### config.mk
export PLATFORM = sky130hd
export DESIGN_NAME = icu_sequencer
export DESIGN_NICKNAME = d
export VERILOG_FILES = /design/src/rtl/icu_sequencer_pkg.sv /design/src/rtl/icu_ret_stack.sv /design/src/rtl/icu_sequencer.sv
export SDC_FILE = /design/constraint.sdc
export NUM_CORES = 1
export LEC_CHECK = 0
export BUFFER_PORTS_ARGS = -buffer_cell sky130_fd_sc_hd__buf_4
export CORE_ASPECT_RATIO = 1.1
export CORE_MARGIN = 8
export CORE_UTILIZATION = 57
export DETAILED_ROUTE_END_ITERATION = 7
export GPL_ROUTABILITY_DRIVEN = 0
export PLACE_DENSITY = 0.79
export SLEW_MARGIN = 20
export SYNTH_ARGS = -nofsm -noshare
export SYNTH_HDL_FRONTEND = slang
export SYNTH_HIERARCHICAL = 1
export SYNTH_SLANG_ARGS = --single-unit
### constraint.sdc
create_clock -name clk -period 3.43 [get_ports clk]
set_clock_uncertainty 0.15 [all_clocks]
set_input_delay 0.343 -clock clk [delete_from_list [all_inputs] [get_ports clk]]
set_output_delay 0.343 -clock clk [all_outputs]
set_load 0.05 [all_outputs]
### src/rtl/icu_sequencer_pkg.sv
// Shared definitions for the MC14500B ICU program sequencer: opcode encoding,
// program-word layout and sequencer state type.
package icu_sequencer_pkg;

    localparam int ICU_OP_W = 4;

    typedef enum logic [ICU_OP_W-1:0] {
        NOPO = 4'h0,
        LD   = 4'h1,
        LDC  = 4'h2,
        AND  = 4'h3,
        ANDC = 4'h4,
        OR   = 4'h5,
        ORC  = 4'h6,
        XNOR = 4'h7,
        STO  = 4'h8,
        STOC = 4'h9,
        IEN  = 4'hA,
        OEN  = 4'hB,
        JMP  = 4'hC,
        RTN  = 4'hD,
        SKZ  = 4'hE,
        NOPF = 4'hF
    } instruction_t;

    typedef enum logic {
        IDLE = 1'b0,
        RUN  = 1'b1
    } seq_state_t;

    // A program word is {opcode, addr}: the opcode sits directly above the address field.
    function automatic int word_op_lsb(input int pc_w);
        return pc_w;
    endfunction

endpackage

### src/rtl/icu_ret_stack.sv
// Bounded LIFO of return addresses for the ICU sequencer; combinational top of stack.
module icu_ret_stack #(
    parameter int W     = 8,
    parameter int DEPTH = 4
) (
    input  logic         clk,
    input  logic         rst,
    input  logic         push,
    input  logic         pop,
    input  logic [W-1:0] din,
    output logic [W-1:0] top,
    output logic         full,
    output logic         empty
);

    localparam int CNT_W = $clog2(DEPTH + 1);
    localparam int IDX_W = (DEPTH > 1) ? $clog2(DEPTH) : 1;

    logic [CNT_W-1:0] sp;
    logic [W-1:0]     mem [DEPTH];
    logic [IDX_W-1:0] wr_idx;
    logic [IDX_W-1:0] rd_idx;

    assign wr_idx = IDX_W'(sp);
    assign rd_idx = IDX_W'(sp - CNT_W'(1));
    assign full   = (sp == CNT_W'(DEPTH));
    assign empty  = (sp == '0);
    assign top    = mem[rd_idx];

    // NOTE: sequential state uses non-blocking assignments so every register samples pre-edge values.
    always_ff @(posedge clk or posedge rst) begin
        if (rst) begin
            sp <= '0;
        end else if (push && !full) begin
            sp <= sp + CNT_W'(1);
        end else if (pop && !empty) begin
            sp <= sp - CNT_W'(1);
        end
    end

    // NOTE: the storage array has no reset; the pointer alone defines which entries are valid.
    always_ff @(posedge clk) begin
        if (push && !full) begin
            mem[wr_idx] <= din;
        end
    end

endmodule

### src/rtl/icu_sequencer.sv
// MC14500B program sequencer: fetches {opcode, addr} words, issues them to the ICU
// and resolves jump, call (NOPO), return and halt (NOPF) with a bounded return stack.
module icu_sequencer
    import icu_sequencer_pkg::*;
#(
    parameter int PC_W        = 8,
    parameter int IO_W        = 4,
    parameter int STACK_DEPTH = 4,
    parameter int RESET_PC    = 0
) (
    input  logic                     clk,
    input  logic                     rst,
    input  logic                     start,
    output logic [PC_W-1:0]          rom_addr,
    input  logic [ICU_OP_W+PC_W-1:0] rom_data,
    output instruction_t             i,
    output logic [IO_W-1:0]          io_addr,
    input  logic                     jmp,
    input  logic                     rtn,
    input  logic                     flag_o,
    input  logic                     flag_f,
    output logic                     running,
    output logic                     stk_err
);

    seq_state_t   state;
    logic [PC_W-1:0] pc;
    logic [PC_W-1:0] ir_addr;
    instruction_t ir;

    instruction_t    word_op;
    logic [PC_W-1:0] word_addr;
    logic            in_run;
    logic            push;
    logic            pop;
    logic            stk_full;
    logic            stk_empty;
    logic [PC_W-1:0] stk_top;

    assign word_op   = instruction_t'(rom_data[word_op_lsb(PC_W) +: ICU_OP_W]);
    assign word_addr = rom_data[PC_W-1:0];

    assign rom_addr = pc;
    assign i        = ir;
    assign io_addr  = ir_addr[IO_W-1:0];

    // Stack strobes follow the same priority as the RUN-state decode below.
    assign in_run = (state == RUN);
    assign pop    = in_run && !flag_f && rtn && !stk_empty;
    assign push   = in_run && !flag_f && !rtn && flag_o && !stk_full;

    icu_ret_stack #(
        .W     (PC_W),
        .DEPTH (STACK_DEPTH)
    ) u_ret_stack (
        .clk   (clk),
        .rst   (rst),
        .push  (push),
        .pop   (pop),
        .din   (pc),
        .top   (stk_top),
        .full  (stk_full),
        .empty (stk_empty)
    );

    always_ff @(posedge clk or posedge rst) begin
        if (rst) begin
            state   <= IDLE;
            pc      <= PC_W'(RESET_PC);
            ir      <= NOPO;
            ir_addr <= '0;
            running <= 1'b0;
            stk_err <= 1'b0;
        end else begin
            case (state)
                IDLE: begin
                    if (start && !stk_err) begin
                        ir      <= word_op;
                        ir_addr <= word_addr;
                        pc      <= pc + PC_W'(1);
                        running <= 1'b1;
                        state   <= RUN;
                    end
                end
                RUN: begin
                    if (flag_f) begin
                        // pc already points past the NOPF, so a restart resumes there.
                        ir      <= NOPO;
                        ir_addr <= '0;
                        running <= 1'b0;
                        state   <= IDLE;
                    end else if (rtn) begin
                        ir      <= NOPO;
                        ir_addr <= '0;
                        if (stk_empty) begin
                            stk_err <= 1'b1;
                            running <= 1'b0;
                            state   <= IDLE;
                        end else begin
                            pc <= stk_top;
                        end
                    end else if (flag_o) begin
                        ir      <= NOPO;
                        ir_addr <= '0;
                        if (stk_full) begin
                            stk_err <= 1'b1;
                            running <= 1'b0;
                            state   <= IDLE;
                        end else begin
                            pc <= ir_addr;
                        end
                    end else if (jmp) begin
                        // The word prefetched behind the JMP is dropped in favour of a bubble.
                        ir      <= NOPO;
                        ir_addr <= '0;
                        pc      <= ir_addr;
                    end else begin
                        ir      <= word_op;
                        ir_addr <= word_addr;
                        pc      <= pc + PC_W'(1);
                    end
                end
                default: begin
                    state <= IDLE;
                end
            endcase
        end
    end

endmodule

**After elaboration in Yosys (flattened, before gate mapping)**

Memories as Yosys holds them, arrays and structs flattened.
Cells that the tools add are included.

- Output and inout port bits: 18
- Input port bits: 19
- Register bits: 26
- Bits in writable memories: 32
- Logic and storage cells: 85
- Memories kept: 1

- Reductions and logical operators: 21
- Multiplexer cells: 42
- Add/sub/neg operators: 3
- Bitwise gates (word level): 2
- Equal/unequal tests: 9

Memory list:

| name | words | width | rd ports | clocked after memory_dff | write ports | RTL line | source |
|---|---|---|---|---|---|---|---|
| u_ret_stack.mem | 4 | 8 | 1 | 0 | 1 | icu_ret_stack.sv:20 | `logic [W-1:0] mem [DEPTH];` |

Operators by type and width:

| kind | number |
|---|---|
| $mux 8 | 12 |
| $pmux 8 s2 | 2 |
| $mux 4 | 5 |
| $mux 1 | 18 |
| $logic_and 1x1->1 | 9 |
| $add 8x1->8 const B | 1 |
| $ne 4x3->1 const B | 2 |
| $ne 4x4->1 const B | 2 |
| $pmux 4 s2 | 1 |
| $reduce_and 4->1 | 2 |
| $mux 3 | 2 |
| $reduce_bool 2->1 | 3 |
| $logic_not 1->1 | 5 |
| $reduce_and 5->1 | 1 |
| $ne 2x2->1 const B | 2 |
| $pmux 1 s2 | 2 |
| $add 3x1->3 const B | 1 |
| $eq 3x3->1 const B | 1 |
| $logic_not 3->1 | 1 |
| $ne 3x3->1 const B | 1 |
| $sub 3x1->3 const B | 1 |
| $ne 2x1->1 const B | 1 |
| $not 1->1 | 2 |

**Depth between registers and ports, before layout**

Gate-level depths: netlist (run 1).

- Word-level depth: 8
- Gate-level depth with buffers: 9

**Cells and area by module**

Netlist (run 1), hierarchy kept.

By module, submodules not included:

| module | instances | cells an instance | area each (um^2) | sequential area each (um^2) |
|---|---|---|---|---|
| icu_ret_stack | 1 | 74 | 1,453.9 | 1,036.0 |
| icu_sequencer | 1 | 122 | 1,263.7 | 575.6 |

**Least setup slack after synthesis (run 1)**

No wires, ideal clock.

- Kind: reg2reg
- From: register u_ret_stack.sp[0]
- To: memory u_ret_stack.mem[0][0], enable pin
- Cell stages (with the launch flop): 9
- Path slack: 1,029 ps
- Setup time: 310 ps
- Data arrival time: 1,941 ps
- Required time: 2,970 ps
- Path through: dfrtp_1 > buf_4 > inv_1 > ha_1 > and2_2 > nor4b_1 > a21boi_2 > buf_6 > and2_2

- Longest elaborated chain between the ends: 6

RTL lines:

| what | RTL line | source |
|---|---|---|
| start, declared | icu_ret_stack.sv:19 | `logic [CNT_W-1:0] sp;` |
| start signal, assigned | icu_ret_stack.sv:35 | `sp <= sp + CNT_W'(1);` |
| start signal, assigned | icu_ret_stack.sv:37 | `sp <= sp - CNT_W'(1);` |
| $eq 3x3->1 | icu_ret_stack.sv:26 | `assign full = (sp == CNT_W'(DEPTH));` |
| via stk_full | icu_sequencer.sv:36 | `logic stk_full;` |
| $logic_not 1->1 | icu_sequencer.sv:50 | `assign push = in_run && !flag_f && !rtn && flag_o && !stk_full;` |
| $logic_and 1x1->1 | icu_sequencer.sv:50 |  |
| via push | icu_sequencer.sv:34 | `logic push;` |
| $logic_and 1x1->1 | icu_ret_stack.sv:43 | `if (push && !full) begin` |
| $mux 1 | icu_ret_stack.sv:43 |  |
| $mux 1 (implied by the code) | icu_ret_stack.sv:44 | `mem[wr_idx] <= din;` |
| end, declared | icu_ret_stack.sv:20 |  |

The timed path passes the listed nets, and every way through them passes these cells.

**Worst setup path after layout (run 1)**

- From: register u_ret_stack.sp[0]
- To: memory u_ret_stack.mem[3][2], enable pin

The elaborated chain is that of the path after synthesis.

==> summary.md, run 1 <==
| Metric | Value |
|---|---|
| Status | completed |
| Worst-margin pin slew | 0.8447 ns |
| Setup crit start | u_ret_stack/sp[0] |
| Io pins | 37 |
| Clk_lat worst skew | between 0.3 and 0.4 ns |
| Initial DRC Count | between 80 and 90 |
| Final min period | approximately 2.7 ns |
| Crit path launch type | register |
| Worst R2R Start | u_ret_stack/sp[0] |
| Post-CTS sizing | 0 |
| Number of synthesized flops with an enable pin | 32 |
| Largest cells by area after synthesis | edfxtp_1 (35%), dfrtp_1 (24%), mux4_2 (6.6%) |
| Post-synthesis cell count | 196 |
| Die footprint | 0.007236 mm² |
| Clk sinks | between 50 and 60 |
| Fin Hold WS | ~0.076 ns |
| Endpoint type of the worst setup path | register |
| Synth Net Count | ~220 |
| Layout area overhead | 17.22% |
| Initial Utilization | 0.5883 |
| Max Cap Violations | 0 |
| Unrepaired setup endpoints after global routing | false |
| CTS tree | built |
| Total GRT Usage | 0.1683 |
| Initial DRT Pass Iterations | 6 |
| Post-route DRC | 0 |
| H-Tree Depth | 3 |
| Count leader, synth | edfxtp_1 |
| PD cells | 953.9 mW/mm² |
| Fill cells | 341 |
| Leak pwr | 0.001275 µW |
| Maximum vdd drop | ~0.58 mV |
| CP Cell Sequence | buf_4 > inv_1 > ha_1 > and2_2 > nor4b_1 > a21boi_2 > and2_2 |
| Final WL | ~5400 µm |
| Fmax | 370.1 MHz |
| Sequential area share after synthesis | 0.5930 |
| Setup repair bufs after CTS | 0 |
| WS Path Type | register to register |
| Ys async rst share | 0.4483 |
| Worst slew margin | 0.4363 |
| Yosys warns | 6 |
| R2r setup slk | 0.73 ns |
| Setup Viol. Count Final | 0 |
| CTS Buf Count | 9 |
| Fin. Hold Viols | 0 |
| Crit path max-delay family | simple AND/OR/NAND/NOR gates |
| Nets | 258 |
| Chip Height | 88.42 µm |
| Clock Tree Buf Depth | 2 |
| Vias in the first global route | about 1.8k |
| Synth Register Bits | between 50 and 60 |
| Worst-path clk slew | roughly 0.07 ns |
| Number of diodes | 0 |
| Required @ worst endpoint | 3.30 ns |
| Final Cycle Share | 0.7877 |
| Via count | 1737 |
| Critical-path top delay cell | a21boi_2 |
| Final Instance Area | 0.003186 mm² |
| Cts hold-fix bufs | 1 |
| Final ANT Viol Nets | 0 |
| Buf+Inv Stages, Crit Path | 2 |
| Placed cell area | slightly below 0.003 mm² |
| Max Fanout on Critical Path | 12 |
| Hold WC Path Type | input port to register |
| Routed vias/inst | 5.928 |
| Largest net degree at the start of global routing | 24 |
| Die width | 81.84 µm |
| Pins Over Slew Limit | 0 |
| IO Port Bufs | 36 |
| Worst path arrival time | between 2 and 3 ns |
| Initial antenna violation count | 0 |
| Total core area | 0.004619 mm² |
| Syn_area_per_cell | 13.87 µm² |
| Synth area leader | edfxtp_1 |
| Setup TNS | 0 ns |
| HP Start | rom_data[8] |
| Total congestion overflow | 0 |
| Synth Cell Area | 0.002718 mm² |
| WL/cell | 18.37 µm |
| Most used cell along the critical path | and2_2 |
| Root buffer cell | clkbuf_8 |
| Global-route wire length before repair | roughly 9000 µm |
| Proportion of layout cells with a drive suffix above 1 | 0.3460 |
| Area share of the leading cell type in the synthesized netlist | 0.3536 |
| # rows | 26 |
| Dominant synthesized flop cell | edfxtp_1 |
| Commonest cells post-synth | edfxtp_1 (32), dfrtp_1 (26), nor2_1 (11), a22o_2 (10) |
| DPL Wire Length | 3860 µm |
| Largest stage delay on the critical path | 0.43 ns |
| Yosys cell types | 44 |
placed cells by master, fill, tap and decap left out, types with 2 or more instances in the layout:
| master | instances |
|---|---|
| buf_4 | 37 |
| edfxtp_1 | 32 |
| dfrtp_1 | 26 |
| nor2_1 | 11 |
| a22o_2 | 10 |
| o21ai_0 | 9 |
| a21oi_1 | 9 |
| clkbuf_8 | 9 |
| mux4_2 | 8 |
| inv_1 | 7 |
| nand2b_1 | 7 |
| nand2_1 | 7 |
| ha_1 | 7 |
| o31ai_1 | 6 |
| and2_2 | 5 |
| a32o_1 | 4 |
| nand3_1 | 4 |
| nor2b_1 | 2 |
| nand4_1 | 2 |
| o211ai_1 | 2 |
| a22o_1 | 2 |
| clkinv_2 | 2 |
| or3_1 | 2 |
| nand3b_1 | 2 |
per-stage QoR:
| step | worst slack, ns | util | total power, µW | std cells |
|---|---|---|---|---|
| after floorplan | 1.029 | - | 2085 | 196 |
| after global placement | 0.8623 | 0.6417 | 2381 | 276 |
| after detailed placement | 0.7714 | 0.6417 | 2397 | 276 |
| after CTS | 0.7328 | 0.6896 | 3060 | 293 |
| after global routing | 0.5544 | 0.6896 | 3232 | 293 |
| final | 0.7282 | 0.6896 | 3039 | 293 |
registers in the layout, indices dropped and copies added (netlist names):
signal and count:
i 4, rom_addr 8, in_run 1, running 1
ir_addr 8, u_ret_stack/sp 3, stk_err 1, u_ret_stack/mem 32
path summary, 6_finish.rpt:
kind	endpoint	cells past startpoint
worst min register to register	i[2]	1
worst max-delay path	u_ret_stack/mem[3][2]	7
worst min-delay path	i[0]	2
worst max register to register	u_ret_stack/mem[3][2]	7
min in group asynchronous	u_ret_stack/sp[2]	3
max in group asynchronous	rom_addr[4]	3
cell type report:
| type | instances | area, µm² | share of cell area |
|---|---|---|---|
| inverter | 7 | 26.28 | 0.008248 |
| clock inverter | 6 | 62.56 | 0.01964 |
| timing repair buffer | 38 | 287.8 | 0.09034 |
| tap | 56 | 70.07 | 0.02200 |
| clock buffer | 10 | 148.9 | 0.04674 |
| multi-input combinational | 118 | 978.4 | 0.3071 |
| sequential | 58 | 1612 | 0.5059 |
metal layers:
layer,global-route usage,share of wire
met5,0,0
met4,0.05751,0.0080
met2,0.2435,0.46
met3,0.07114,0.065
met1,0.2210,0.46
cells by family (layout without fill, tap and decap cells):
logic type | Yosys count | after routing | synth area share
adder cells (fa/ha/maj) | 7 | 7 | 0.03223
multiplexers | 9 | 9 | 0.06998
buffers and inverters | 20 | 61 | 0.04696
flip-flops | 58 | 58 | 0.5930
AO/OA/AOI/OAI | 51 | 51 | 0.1501
AND/OR/NAND/NOR | 50 | 50 | 0.1045
XOR/XNOR | 1 | 1 | 0.003223
power by group:
group,internal (µW),switching (µW)
Combinational,503,758
Clock,378,273
Sequential,933,193
Total,1810,1220
Power figures use the tool's default switching activity.
==> inputs of run 2 (changes only) <==
Clock period 3.43 ns to 2.5 ns, I/O delays scaled along.
==> summary.md, run 2 (synthesized netlist as in run 1, its figures left out) <==
| Metric | Value |
|---|---|
| Status | completed |
| Fmax | around 440 MHz |
| Most frequent cells in the layout | buf_4 (40), edfxtp_1 (32), dfrtp_1 (26) |
| Crit path launch type | register |
| Die footprint | 0.007236 mm² |
| Total core area | 0.004619 mm² |
| CTS tree | built |
| Worst slew margin | 0.4178 |
| Number of flip-flops in the largest register | 32 |
| Required @ worst endpoint | 2.37 ns |
| Number of diodes | 0 |
| Initial Utilization | 0.5883 |
| Die width | between 80 and 90 µm |
| Layout area overhead | 22.97% |
| Max Cap Violations | 0 |
| Setup crit start | u_ret_stack/sp[1] |
| Clock Tree Buf Depth | 2 |
| Maximum vdd drop | approximately 0.95 mV |
| Setup Viol. Count Final | 0 |
| Global-route wire length before repair | 9459 µm |
| Final ANT Viol Nets | 0 |
| Total GRT Usage | 0.1751 |
| P_sw | about 1700 µW |
| Final Cycle Share | 0.9163 |
| Clk sinks | 58 |
| Worst-path clk slew | about 0.060 ns |
| Worst path arrival time | around 2.2 ns |
| PD cells | 1280 mW/mm² |
| WS Path Type | register to register |
| Worst setup margin | 0.2092 ns |
| Most used cell along the critical path | and2_2 |
| Initial antenna violation count | 0 |
| Fin. Hold Viols | 0 |
| Critical-path top delay cell | dfrtp_1 |
| Initial DRT Pass Iterations | 4 |
| Routed vias/inst | 5.903 |
| Via count | 1818 |
| IO Port Bufs | 36 |
| Seq pwr share | 0.359 |
| Hold WC Path Type | input port to asynchronous set/reset pin |
| Worst-margin pin slew | 0.8723 ns |
| Initial DRC Count | 120 |
| Final WL | 5648 µm |
| Largest Register | u_ret_stack/mem |
| Chip Height | ~90 µm |
| Leak pwr | 0.001344 µW |
| Post-route DRC | 0 |
| Most common cell after layout, fill and taps aside | buf_4 |
| Sw frac | 0.3949 |
| Clk_lat worst skew | roughly 0.33 ns |
| Endpoint type of the worst setup path | register |
| DP Worst Slack | around 0.14 ns |
| Pins Over Slew Limit | 0 |
| Vias in the first global route | a little under 2k |
| WL/cell | 18.34 µm |
| DPL Wire Length | 3901 µm |
| Final min period | about 2.3 ns |
| CP Cell Sequence | inv_1 > ha_1 > and2_2 > nor4b_2 > a21boi_2 > and2_2 |
| Max Fanout on Critical Path | 8 |
| Largest net degree at the start of global routing | 24 |
| Total congestion overflow | 0 |
| Largest stage delay on the critical path | 0.39 ns |
| Proportion of layout cells with a drive suffix above 1 | 0.3373 |
| Setup repair bufs after CTS | 0 |
| Io pins | 37 |
| Nets | approximately 270 |
| Comb pwr share | 0.421 |
| CTS Buf Count | 9 |
| # rows | 26 |
| Worst R2R Start | u_ret_stack/sp[1] |
| Unrepaired setup endpoints after global routing | false |
| Setup TNS | 0 ns |
| Root buffer cell | clkbuf_8 |
| Internal power | 2588 µW |
| Clock power frac | 0.219 |
| H-Tree Depth | 3 |
==> run 2: per-stage QoR <==
stage / power, µW / instance area [µm²] / hold WS (ns) / utilization / instances
floorplan: 2860 / 2718 / -0.1464 / - / 196
global placement: 3290 / 2987 / -0.01331 / 0.6465 / 279
detailed placement: 3322 / 2987 / -0.006933 / 0.6465 / 279
CTS: 4289 / 3326 / 0.001783 / 0.7199 / 307
global route: 4511 / 3342 / 0.2094 / 0.7235 / 308
finish: 4277 / 3342 / 0.2061 / 0.7235 / 308
==> run 2: worst paths after layout <==
kind	slack [ns]	cells after the start	end
min in group clk	0.21	3	stk_err
max	0.21	6	u_ret_stack/mem[1][4]
min reg2reg	0.37	1	i[2]
max reg2reg	0.21	6	u_ret_stack/mem[1][4]
max in group asynchronous	1.13	3	ir_addr[3]
min	0.21	3	u_ret_stack/sp[1]
==> run 2: what timing repair did <==
| action | CTS | global route |
|---|---|---|
| resized for setup | 0 | 1 |
| hold endpoints to repair | 22 | 1 |
| setup endpoints to repair | 0 | 32 |
| hold buffers | 12 | 1 |
==> run 2: layout make-up <==
| cell class | instances | area (µm²) |
|---|---|---|
| Timing Repair Buffer | 53 | 430.4 |
| Multi-Input combinational cell | 118 | 984.7 |
| Clock buffer | 11 | 141.4 |
| Clock inverter | 5 | 77.57 |
| Fill cell | 309 | 1277 |
| Inverter | 7 | 26.28 |
| Sequential cell | 58 | 1612 |
| Tap cell | 56 | 70.07 |
==> run 2: power groups by stage <==
stage | Clock (µW) | Combinational [µW] | Sequential, µW
detailed placement | 0 | 1770 | 1550
global placement | 0 | 1750 | 1540
finish | 939 | 1800 | 1540
global route | 994 | 1940 | 1580
floorplan | 0 | 1030 | 1830
CTS | 954 | 1800 | 1530
==> run 2: per-layer routing <==
metal,GRT usage,part of all wire,vias up
met2,0.2708,0.48,71
met1,0.2148,0.42,891
met3,0.06301,0.075,10
li1,-,-,846
met5,0,0,-
met4,0.07668,0.023,0
==> run 2: critical path: cells and delay by family, from the launching register on <==
family | cells | cell delay [ns]
flops | 1 | 0.39
buf+inv | 1 | 0.10
fa+ha+maj | 1 | 0.22
simple gates | 3 | 0.82
compound gates | 1 | 0.30
